### config.mk
export PLATFORM = sky130hd
export DESIGN_NAME = fifo_rd_packer
export DESIGN_NICKNAME = d
export VERILOG_FILES = /design/src/rtl/fifo_pack.sv /design/src/rtl/fifo_rd_packer_lane_reg.sv /design/src/rtl/fifo_rd_packer.sv
export SDC_FILE = /design/constraint.sdc
export NUM_CORES = 1
export LEC_CHECK = 0
export CORE_UTILIZATION = 35
export DETAILED_ROUTE_END_ITERATION = 7
export DONT_BUFFER_PORTS = 1
export GPL_TIMING_DRIVEN = 0
export HOLD_SLACK_MARGIN = 0.08
export PLACE_DENSITY_LB_ADDON = 0.3
export SLEW_MARGIN = 10
export SYNTH_ARGS = -nofsm -noshare
export SYNTH_HDL_FRONTEND = slang
export SYNTH_HIERARCHICAL = 1
export SYNTH_SLANG_ARGS = --single-unit
### constraint.sdc
create_clock -name clk -period 3.9 [get_ports clk]
set_input_delay 0.585 -clock clk [delete_from_list [all_inputs] [get_ports clk]]
set_output_delay 0.585 -clock clk [all_outputs]
set_load 0.02 [all_outputs]
### src/rtl/fifo_pack.sv
// Shared FIFO definitions: word width plus the read-side packer's state
// type, default pack ratio and lane-count type.
package fifo_pack;

    localparam int FIFO_WIDTH         = 16;
    localparam int PACK_RATIO_DEFAULT = 4;

    typedef enum logic [0:0] {
        FILL = 1'b0,
        OUT  = 1'b1
    } packer_state_e;

    typedef logic [$clog2(PACK_RATIO_DEFAULT):0] lane_cnt_t;

endpackage

### src/rtl/fifo_rd_packer_lane_reg.sv
// Lane storage for the read packer: indexed single-lane write, bulk clear,
// and the lanes presented as one concatenated word with lane 0 in the LSBs.
module packer_lane_reg #(
    parameter int DATA_WIDTH = 16,
    parameter int PACK_RATIO = 4
) (
    input  logic                             clk,
    input  logic                             rst_n,
    input  logic                             clr,
    input  logic                             wr_en,
    input  logic [$clog2(PACK_RATIO):0]      wr_idx,
    input  logic [DATA_WIDTH-1:0]            wr_data,
    output logic [DATA_WIDTH*PACK_RATIO-1:0] word
);

    localparam int IW = $clog2(PACK_RATIO);

    logic [DATA_WIDTH-1:0] lanes [PACK_RATIO];

    always_ff @(posedge clk or negedge rst_n) begin
        if (!rst_n) begin
            for (int i = 0; i < PACK_RATIO; i++) lanes[i] <= '0;
        end else if (clr) begin
            for (int i = 0; i < PACK_RATIO; i++) lanes[i] <= '0;
        end else if (wr_en && (wr_idx < PACK_RATIO)) begin
            lanes[wr_idx[IW-1:0]] <= wr_data;
        end
    end

    always_comb begin
        word = '0;
        for (int i = 0; i < PACK_RATIO; i++) word[i*DATA_WIDTH +: DATA_WIDTH] = lanes[i];
    end

endmodule

### src/rtl/fifo_rd_packer.sv
// Pops FIFO words and packs PACK_RATIO of them into one valid/ready output word.
// Define PACKER_TIMEOUT_EN to auto-flush a partial word after TIMEOUT_CYCLES idle cycles.
module fifo_rd_packer
    import fifo_pack::*;
#(
    parameter int DATA_WIDTH     = FIFO_WIDTH,
    parameter int PACK_RATIO     = PACK_RATIO_DEFAULT,
    parameter int TIMEOUT_CYCLES = 32
) (
    input  logic                             clk,
    input  logic                             rst_n,
    input  logic                             fifo_empty,
    input  logic [DATA_WIDTH-1:0]            fifo_data,
    output logic                             fifo_rd_en,
    input  logic                             flush,
    output logic [DATA_WIDTH*PACK_RATIO-1:0] out_data,
    output logic [$clog2(PACK_RATIO):0]      out_lanes,
    output logic                             out_valid,
    input  logic                             out_ready
);

    localparam int CW = $clog2(PACK_RATIO) + 1;
    localparam int OW = DATA_WIDTH * PACK_RATIO;

    if (PACK_RATIO < 2 || PACK_RATIO > 16 || TIMEOUT_CYCLES < 1) begin : g_bad_cfg
        $error("fifo_rd_packer: unsupported PACK_RATIO or TIMEOUT_CYCLES");
    end

    packer_state_e   state;
    logic [CW-1:0]   lane_cnt;
    logic            pend;
    logic            flush_q;
    logic            flush_req;
    logic            last_lane;
    logic [CW:0]     fill_level;
    logic [OW-1:0]   lane_word;
    logic [OW-1:0]   merged_word;

    assign fill_level = {1'b0, lane_cnt} + (CW+1)'(pend);
    assign fifo_rd_en = rst_n && (state == FILL) && !fifo_empty &&
                        (fill_level < (CW+1)'(PACK_RATIO)) && !flush_q;
    assign last_lane  = pend && (lane_cnt == CW'(PACK_RATIO - 1));

    // Lanes above lane_cnt are always zero, so OR-ing in the returning word
    // gives the complete packed word on the same edge it is captured.
    assign merged_word = lane_word | (OW'(fifo_data) << (lane_cnt * DATA_WIDTH));

`ifdef PACKER_TIMEOUT_EN
    localparam int IW = $clog2(TIMEOUT_CYCLES) + 1;

    logic [IW-1:0] idle_cnt;
    logic          timeout_hit;

    assign timeout_hit = (idle_cnt == IW'(TIMEOUT_CYCLES));
    assign flush_req   = flush || flush_q || timeout_hit;

    always_ff @(posedge clk or negedge rst_n) begin
        if (!rst_n) begin
            idle_cnt <= '0;
        end else if ((state != FILL) || fifo_rd_en || pend || timeout_hit) begin
            idle_cnt <= '0;
        end else if (lane_cnt != '0) begin
            idle_cnt <= idle_cnt + IW'(1);
        end
    end
`else
    assign flush_req = flush || flush_q;
`endif

    packer_lane_reg #(
        .DATA_WIDTH (DATA_WIDTH),
        .PACK_RATIO (PACK_RATIO)
    ) u_lanes (
        .clk     (clk),
        .rst_n   (rst_n),
        .clr     ((state == OUT) && out_ready),
        .wr_en   (pend && (state == FILL)),
        .wr_idx  (lane_cnt),
        .wr_data (fifo_data),
        .word    (lane_word)
    );

    always_ff @(posedge clk or negedge rst_n) begin
        if (!rst_n) begin
            state     <= FILL;
            lane_cnt  <= '0;
            pend      <= 1'b0;
            flush_q   <= 1'b0;
            out_data  <= '0;
            out_lanes <= '0;
            out_valid <= 1'b0;
        end else begin
            pend <= fifo_rd_en;
            case (state)
                FILL: begin
                    if (pend) begin
                        lane_cnt <= lane_cnt + CW'(1);
                        if (last_lane) begin
                            state     <= OUT;
                            out_valid <= 1'b1;
                            out_data  <= merged_word;
                            out_lanes <= CW'(PACK_RATIO);
                            flush_q   <= 1'b0;
                        end else if (flush_req) begin
                            flush_q <= 1'b1;
                        end
                    end else if (flush_req) begin
                        if (lane_cnt == '0) begin
                            flush_q <= 1'b0;
                        end else if (fifo_rd_en) begin
                            // A pop is being issued this cycle; wait for its data
                            flush_q <= 1'b1;
                        end else begin
                            state     <= OUT;
                            out_valid <= 1'b1;
                            out_data  <= lane_word;
                            out_lanes <= lane_cnt;
                            flush_q   <= 1'b0;
                        end
                    end
                end
                OUT: begin
                    if (out_ready) begin
                        state     <= FILL;
                        out_valid <= 1'b0;
                        lane_cnt  <= '0;
                        flush_q   <= 1'b0;
                    end
                end
                default: state <= FILL;
            endcase
        end
    end

endmodule

=== After elaboration in Yosys (flattened, before gate mapping) ===
Cells that the tools add are included.

* $lt $le $gt $ge: 4
* Multiplexer cells: 39
* Eq/ne operators: 11
* Shift-type cells: 1
* Bitwise operators: 3
* Add/sub/neg operators: 2
* Reductions and logical operators: 19

{| class="wikitable"
|+ Operator list
! cell !! count
|-
| $mux W64 || 7
|-
| $bwmux W64 || 1
|-
| $or A64 B64 Y64 || 1
|-
| $shl A16 B7 Y64 || 1
|-
| $demux W16 S2 || 1
|-
| $mux W3 || 7
|-
| $mux W1 || 18
|-
| $mux W16 || 1
|-
| $ne A3 B3 Y1 const B || 5
|-
| $reduce_and A5 Y1 || 2
|-
| $logic_and A1 B1 Y1 || 9
|-
| $ne A2 B2 Y1 const B || 3
|-
| $pmux W1 S2 || 3
|-
| $pmux W3 S2 || 1
|-
| $add A3 B1 Y4 || 1
|-
| $lt A4 B3 Y1 const B || 1
|-
| $ne A2 B1 Y1 const B || 2
|-
| $reduce_bool A2 Y1 || 2
|-
| $add A3 B1 Y3 const B || 1
|-
| $eq A3 B2 Y1 const B || 1
|-
| $ge A3 B3 Y1 const B || 1
|-
| $logic_not A3 Y1 || 1
|-
| $lt A3 B1 Y1 const B || 1
|-
| $lt A3 B3 Y1 const B || 1
|-
| other kinds (6) || 7
|}

* Logic and storage cells: 90
* Input bits: 21
* Bits in registers: 138
* Output and inout bits: 69

=== Depth between registers and ports, before layout ===
Gate-level depths: netlist (run 1).

* Depth in word-level cells: 10
* Depth in mapped cells: 7
* Mapped depth without buffers: 6

=== Cells and area by module ===
The synthesis (run 1) kept the hierarchy.

{| class="wikitable"
|+ Modules (own cells, without submodules)
! module !! cells each !! sequential area each (µm²) !! times used !! area each (µm²)
|-
| fifo_rd_packer || 275 || 1851.8 || 1 || 3311.9
|-
| packer_lane_reg || 228 || 1601.5 || 1 || 2930.3
|}

=== Least setup slack after synthesis (run 1) ===
Ideal clock, no wire load.

* Path type: input to output
* Start: input port fifo_empty
* End: output port fifo_rd_en
* Buffers on the path: 0
* Setup slack: 1576 ps
* Stages on the path: 2
* Arrival: 1739 ps
* Cells stage by stage: or4b_4 > a311oi_1

* Longest elaborated chain between the ends: 4

{| class="wikitable"
|+ Ends and longest elaborated chain
! element !! RTL line !! RTL
|-
| start: declaration || fifo_rd_packer.sv:12 || <nowiki>input logic fifo_empty,</nowiki>
|-
| $logic_not A1 Y1 || fifo_rd_packer.sv:40 || <nowiki>assign fifo_rd_en = rst_n && (state == FILL) && !fifo_empty &&</nowiki>
|-
| $logic_and A1 B1 Y1 (2 in series) || fifo_rd_packer.sv:40 ||
|-
| $logic_and A1 B1 Y1 || fifo_rd_packer.sv:41 || <nowiki>(fill_level < (CW+1)'(PACK_RATIO)) && !flush_q;</nowiki>
|-
| end: declaration || fifo_rd_packer.sv:14 || <nowiki>output logic fifo_rd_en,</nowiki>
|}

No other way between the ends.

=== Final worst setup path (run 1) ===
* Start: register state
* End: output port fifo_rd_en

* Longest elaborated chain between the ends: 5

{| class="wikitable"
|+ Ends and longest elaborated chain
! element !! RTL line !! RTL
|-
| start: declaration || fifo_rd_packer.sv:29 || <nowiki>packer_state_e state;</nowiki>
|-
| start signal: assignment || fifo_rd_packer.sv:85 || <nowiki>state <= FILL;</nowiki>
|-
| start signal: assignment || fifo_rd_packer.sv:99 || <nowiki>state <= OUT;</nowiki>
|-
| start signal: assignment || fifo_rd_packer.sv:114 || <nowiki>state <= OUT;</nowiki>
|-
| $not A1 Y1 (no source line) || -- ||
|-
| $logic_and A1 B1 Y1 (3 in series) || fifo_rd_packer.sv:40 ||
|-
| $logic_and A1 B1 Y1 || fifo_rd_packer.sv:41 ||
|}

No other way between the ends.

==> results.md, run 1 <==
* Post-route DRC at 0
* CP Launch Point: state
* Vias in the first global route at 4,554
* Slowest-stage cell, CP: a311oi_1
* Antenna violations before repair at 0
* Pins Over Slew Limit at 0
* Setup CP Type: reg2out
* Endpoints failing setup at 0
* Crit start category: flip-flop
* Yosys warns at 6
* Fillcell total at 1,592
* Part of the power in the clock network at 0.263
* Unique masters post-synth at 32
* Die height at 136 µm
* Dpl hpwl at 12,400 µm
* RSZ-0062 raised after global routing: false
* Num CTS Buffers at 17
* Max stage delay on crit path at 720 ps
* Worst reg2reg setup slack at 1110 ps
* WL per Instance at 23.5 µm
* ANT cells at 0
* GP Congestion at 0.817
* Clk buf depth at 2
* Sw frac at 0.403
* Logic pwr share at 0.301
* Cell Chain, Critical Path: buf_2, or4b_4, a311oi_1
* Register share of total power at 0.437
* Later-pin clock latency in the skew report at 430 ps
* R2R Path Start: lane_cnt[0]
* EDFF count, synth at 0
* CTS tree: yes
* Fin nets at 547
* Row Count at 48
* H-tree depth at 4
* Mapped Avg Cell Area at 12.4 µm²
* DRT antenna net count at 0
* Largest net degree at the start of global routing at 139
* Synth Net Count at 527
* CTS Root Cell: clkbuf_16
* Async set or reset register ratio after synthesis at 1.00
* Via count at 4,257
* Period minus WS final at 2840 ps
* Min-Delay Path Class: in2async
* GRT overflow at 0
* Starting Density at 0.360
* Initial DRC count at 302
* Area Overhead vs Synth at 14.8%
* Max FO, Critical Path at 9
* CP endpoint: fifo_rd_en
* First-pass GRT wire length at 27,800 µm
* Internal power at 0.00383 W
* WP data required at 3310 ps
* CP arrival at 2260 ps
* Via/cell ratio at 5.59
* Top FF cell, synth: dfrtp_1
* Core Util, Final at 0.413
* R2R cell count at 6
* IO Pins at 90
* Worst-path clk slew at 60 ps
* Max Cap Violations at 0
* PD cells at 896 nW/µm²
* Crit. End Element: primary output
* Fin crit share at 0.729
* Syn Std Cell Area at 6240 µm²
* R2R Path End: out_data[56]
* F_max at 352 MHz
* Die X-Extent at 136 µm
* DR pass1 iterations at 4
* Core area at 17,400 µm²
* P_leak at 3.28 nW
* Hold Vio Cnt, Final at 0
* Psw at 0.00258 W
* Mapped Cells at 503
* Detailed Route WL at 17,900 µm
* Share of cells above drive strength 1 at 0.101
* Port Buffers at 0
* Status: finished, final reports clean
* GRT Util Overall at 0.210
* Seq/Total Area, Yosys at 0.553
* Post-route setup TNS at 0 ps
* Clock skew at 7.83 ps
* Synthesized flop and latch total at 138
* Slew of the pin with the lowest slew margin at 993 ps
* CTS sink cnt at 138
* Max VDD drop at 0.422 mV
* Die area at 18,400 µm²
* Max-Slew Margin vs Limit at 0.333
==> cells by family after synthesis <==
family | after synthesis | share of synthesized area
DFF | 138 | 0.553
and+or+nand+nor | 101 | 0.103
AOI/OAI and AO/OA | 147 | 0.189
muxes | 64 | 0.103
buffers and inverters | 50 | 0.0461
adders and majority gates | 3 | 0.00601
==> cells in the mapped netlist, types with 2 or more instances <==
cell	n	area [µm²]
buf_8	2	30.0
buf_2	7	35.0
buf_6	6	67.6
ha_1	3	37.5
o2bb2ai_1	2	17.5
mux2i_1	64	641
a2bb2oi_1	65	569
a211oi_1	65	488
a21o_1	2	15.0
nand3_1	2	10.0
nand2_1	4	15.0
dfrtp_1	138	3450
clkbuf_1	24	90.1
buf_4	2	15.0
nand2b_1	83	519
nor2_1	4	15.0
nor3_1	3	15.0
nand4bb_1	2	22.5
o21ai_0	2	10.0
a21oi_1	4	20.0
inv_1	8	30.0
==> placed cells by master (no fill, tap or decap), types with 3 or more instances in the layout <==
cell and instances:
dfrtp_1 138, nand2b_1 83, a211oi_1 65, a2bb2oi_1 65, mux2i_1 64, clkbuf_1 24, clkbuf_16 17, inv_1 8
buf_2 7, buf_6 6, clkinvlp_4 5, a21oi_1 4, nand2_1 4, nor2_1 4, nor3_1 3, ha_1 3
clkinv_4 3, bufinv_16 3
==> sequential cells by signal (all words and copies together) (netlist names) <==
| name | count |
|---|---|
| out_valid | 1 |
| out_lanes | 3 |
| out_data | 64 |
| flush_q | 1 |
| lane_cnt | 3 |
| pend | 1 |
| u_lanes/word | 64 |
| state | 1 |
==> critical path: cells and delay by family (launching register included) <==
kind	cells	cell delay (ps)
compound gates	1	720
simple gates	1	590
flops	1	350
buf+inv	1	170
==> power groups by stage <==
stage	Clock [W]	Sequential [W]	Combinational, W
after floorplan	0	0.00268	0.00141
after global placement	0	0.00283	0.00184
after detailed placement	0	0.00283	0.00189
after CTS	0.00171	0.00282	0.00194
after global routing	0.00178	0.00287	0.00213
final	0.00169	0.00280	0.00193
==> per-layer routing <==
metal	share of wire	wire length [µm]	track usage
met5	0	0	0
met4	0.015	271	0.0724
met1	0.43	7710	0.272
met3	0.078	1390	0.0703
met2	0.48	8500	0.325
==> cell type report <==
cell class | count | area [µm²] | share of cell area
clock buffers | 18 | 439 | 0.0613
clock inverters | 14 | 173 | 0.0241
multi-input cells | 315 | 2500 | 0.349
inverters | 8 | 30.0 | 0.00419
flip-flops and latches | 138 | 3450 | 0.482
well taps | 225 | 282 | 0.0393
plain buffers | 42 | 258 | 0.0360
repair buffers | 1 | 27.5 | 0.00384
==> metrics by stage <==
step                setup WS [ps]  instances  area (µm²)  total power, W  hold WS (ps)
floorplan                    1580        503        6240         0.00409           289
global placement             1240        728        6520         0.00467           296
detailed placement           1170        728        6520         0.00472           295
CTS                          1040        761        7160         0.00647           184
global route                  960        761        7160         0.00678           168
finish                       1060        761        7160         0.00642          80.7
==> what timing repair did <==
item                      in CTS  in global routing
setup buffers                  0                  0
gates resized for setup        0                  0
hold endpoints to repair     138                  0
hold buffers                   1                  0
==> worst min-delay path by stage <==
stage | end | slack, ps
floorplan | flush_q | 290
global placement | out_data[3] | 300
detailed placement | out_data[4] | 300
CTS | u_lanes/word[32] | 180
global route | out_data[31] | 170
finish | u_lanes/word[33] | 80
(Power assumes the default switching activity.)
==> run 2, diff against run 1 <==
==> constraint.sdc (replaced) <==
create_clock -name clk -period 2.5 [get_ports clk]
set_input_delay 0.375 -clock clk [delete_from_list [all_inputs] [get_ports clk]]
set_output_delay 0.375 -clock clk [all_outputs]
set_load 0.02 [all_outputs]
==> results.md, run 2 (same netlist as run 1, synthesis figures left out) <==
* Setup Buffers After CTS at 0 (unchanged)
* Share of cells above drive strength 1 at 0.116 (+0.0151)
* Part of the power in the clock network at 0.263 (about the same)
* Period minus WS final at 2400 ps
* CTS Root Cell: clkbuf_16
* CP endpoint: fifo_rd_en
* R2R cell count at 7 (+1)
* Worst-path clk slew at 60 ps (about the same)
* F_max at 417 MHz
* Detailed Route WL at 17,800 µm (-0.31%)
* Vias in the first global route at 4,540 (-0.31%)
* Setup CP Type: reg2out
* Later-pin clock latency in the skew report at 430 ps (about the same)
* Max FO, Critical Path at 9 (unchanged)
* Crit. End Element: primary output
* WL per Instance at 23.4 µm (-0.18%)
* Post-route DRC at 0 (unchanged)
* GP Congestion at 0.817 (unchanged)
* Psw at 0.00402 W (+56%)
* RSZ-0062 raised after global routing: false
* CP Launch Point: state
* Sw frac at 0.402 (-0.00102)
* Status: complete, but fails checks
* CTS tree: yes
* R2R Path Start: lane_cnt[1]
* Initial DRC count at 266 (-12%)
* First-pass GRT wire length at 27,700 µm (-0.35%)
* Hold Vio Cnt, Final at 138 (+138)
* H-tree depth at 4 (unchanged)
* Crit start category: flip-flop
* Slew of the pin with the lowest slew margin at 665 ps (-328 ps)
* Port Buffers at 0 (unchanged)
* Post-Layout Cell Count at 760 (-0.13%)
* Fin crit share at 0.959
* Fin nets at 546 (-0.18%)
* Area Overhead vs Synth at 14.9%
* Core area at 17,400 µm² (unchanged)
* Starting Density at 0.360 (unchanged)
* Num CTS Buffers at 17 (unchanged)
* Max VDD drop at 0.658 mV (+56%)
* Failing checks: hold timing
* WP data required at 2120 ps (-1190 ps)
* IO Pins at 90 (unchanged)
* P_leak at 3.29 nW (+0.44%)
* Endpoints failing setup at 0 (unchanged)
* Pins Over Slew Limit at 0 (unchanged)
* Via/cell ratio at 5.53 (-1.2%)
* Worst reg2reg setup slack at 160 ps (-950 ps)
* Most frequent cells in the layout: dfrtp_1, nand2b_1, a2bb2oi_1
* Antenna violations before repair at 0 (unchanged)
* Min-Delay Path Class: in2async
* Max Cap Violations at 0 (unchanged)
* Dpl hpwl at 12,400 µm (unchanged)
* Core Util, Final at 0.413 (+0.000432)
* Commonest non-fill, non-tap cell in the layout: dfrtp_1
* CTS sink cnt at 138 (unchanged)
* Cells after DPL at 728 (unchanged)
* ANT cells at 0 (unchanged)
* CP arrival at 2020 ps (-240 ps)
* Die X-Extent at 136 µm (unchanged)
* Logic pwr share at 0.300 (about the same)
* Largest net degree at the start of global routing at 140 (+0.72%)
* Via count at 4,199 (-1.4%)
* DR pass1 iterations at 4 (unchanged)
* Row Count at 48 (unchanged)
* PD cells at 1400 nW/µm² (+56%)
* Clock skew at 6.54 ps (-1.29 ps)
* Clk buf depth at 2 (unchanged)
* R2R Path End: out_data[4]
* DRT antenna net count at 0 (unchanged)
* GRT overflow at 0 (unchanged)
* Register share of total power at 0.438 (about the same)
* Internal power at 0.00599 W (+56%)
* GRT Util Overall at 0.209 (-0.000892)
* Max-Slew Margin vs Limit at 0.557 (+0.224)
* Die height at 136 µm (unchanged)
* Die area at 18,400 µm² (unchanged)
* Final hold slack at -356 ps (-437 ps)
==> run 2: cell count changes in the layout (fill, tap and decap cells not counted), sizes merged <==
cell  before  now
buf       19   18
==> run 2: repair_timing <==
| item | CTS | global route |
|---|---|---|
| gates resized for setup | 4 | 9 |
| pin swaps | 0 | 0 |
| endpoints found under the hold margin | 138 | 138 |
| endpoints found under the setup margin | 60 | 106 |
==> run 2: worst min path at each step <==
stage                      from           end  slack (ps)  depth (start not counted)
after floorplan           rst_n       flush_q          80                          0
after global placement    rst_n   out_data[3]          90                          0
after detailed placement  rst_n   out_data[4]          90                          0
after CTS                 rst_n  out_data[38]        -370                          0
after global routing      rst_n   out_data[4]        -380                          0
final                     rst_n   out_data[4]        -360                          0
==> run 2: layout make-up <==
class	instances	area, µm²
Inverter	8	30.0
Tap cell	225	282
Fill cell	1591	10200
Clock inverter	14	173
Clock buffer	18	439
Buffer	42	264
Multi-Input combinational cell	315	2530
Sequential cell	138	3450
==> run 2: through the flow <==
step | hold WS, ps | TNS [ps] | worst slack [ps] | total power [W] | cell area, µm²
after global routing | -382 | 0 | 30.5 | 0.0106 | 7170
after CTS | -375 | 0 | 3.98 | 0.0101 | 7150
after global placement | 85.5 | -4130 | -160 | 0.00728 | 6520
final | -356 | 0 | 102 | 0.0100 | 7170
after floorplan | 79.4 | 0 | 461 | 0.00639 | 6240
after detailed placement | 85.4 | -7950 | -232 | 0.00737 | 6520
==> run 2: metal layers <==
| layer | global-route usage | wire [µm] | vias to the layer above |
|---|---|---|---|
| met2 | 0.323 | 8360 | 143 |
| met1 | 0.273 | 7880 | 2131 |
| met3 | 0.0677 | 1280 | 21 |
| met4 | 0.0730 | 290 | 0 |
| li1 | - | - | 1904 |
| met5 | 0 | 0 | - |
==> run 2: worst max-delay path: stages, from the launching register on <==
cell and delay (ps):
dfrtp_1 350, buf_2 180, or4b_4 590, a311oi_2 470
==> run 2: power groups by stage <==
| stage | combinational (W) | sequential (W) | clock (W) |
|---|---|---|---|
| final | 0.00300 | 0.00438 | 0.00263 |
| after floorplan | 0.00221 | 0.00418 | 0 |
| after CTS | 0.00299 | 0.00440 | 0.00267 |
| after global placement | 0.00287 | 0.00441 | 0 |
| after detailed placement | 0.00295 | 0.00442 | 0 |
| after global routing | 0.00330 | 0.00449 | 0.00277 |
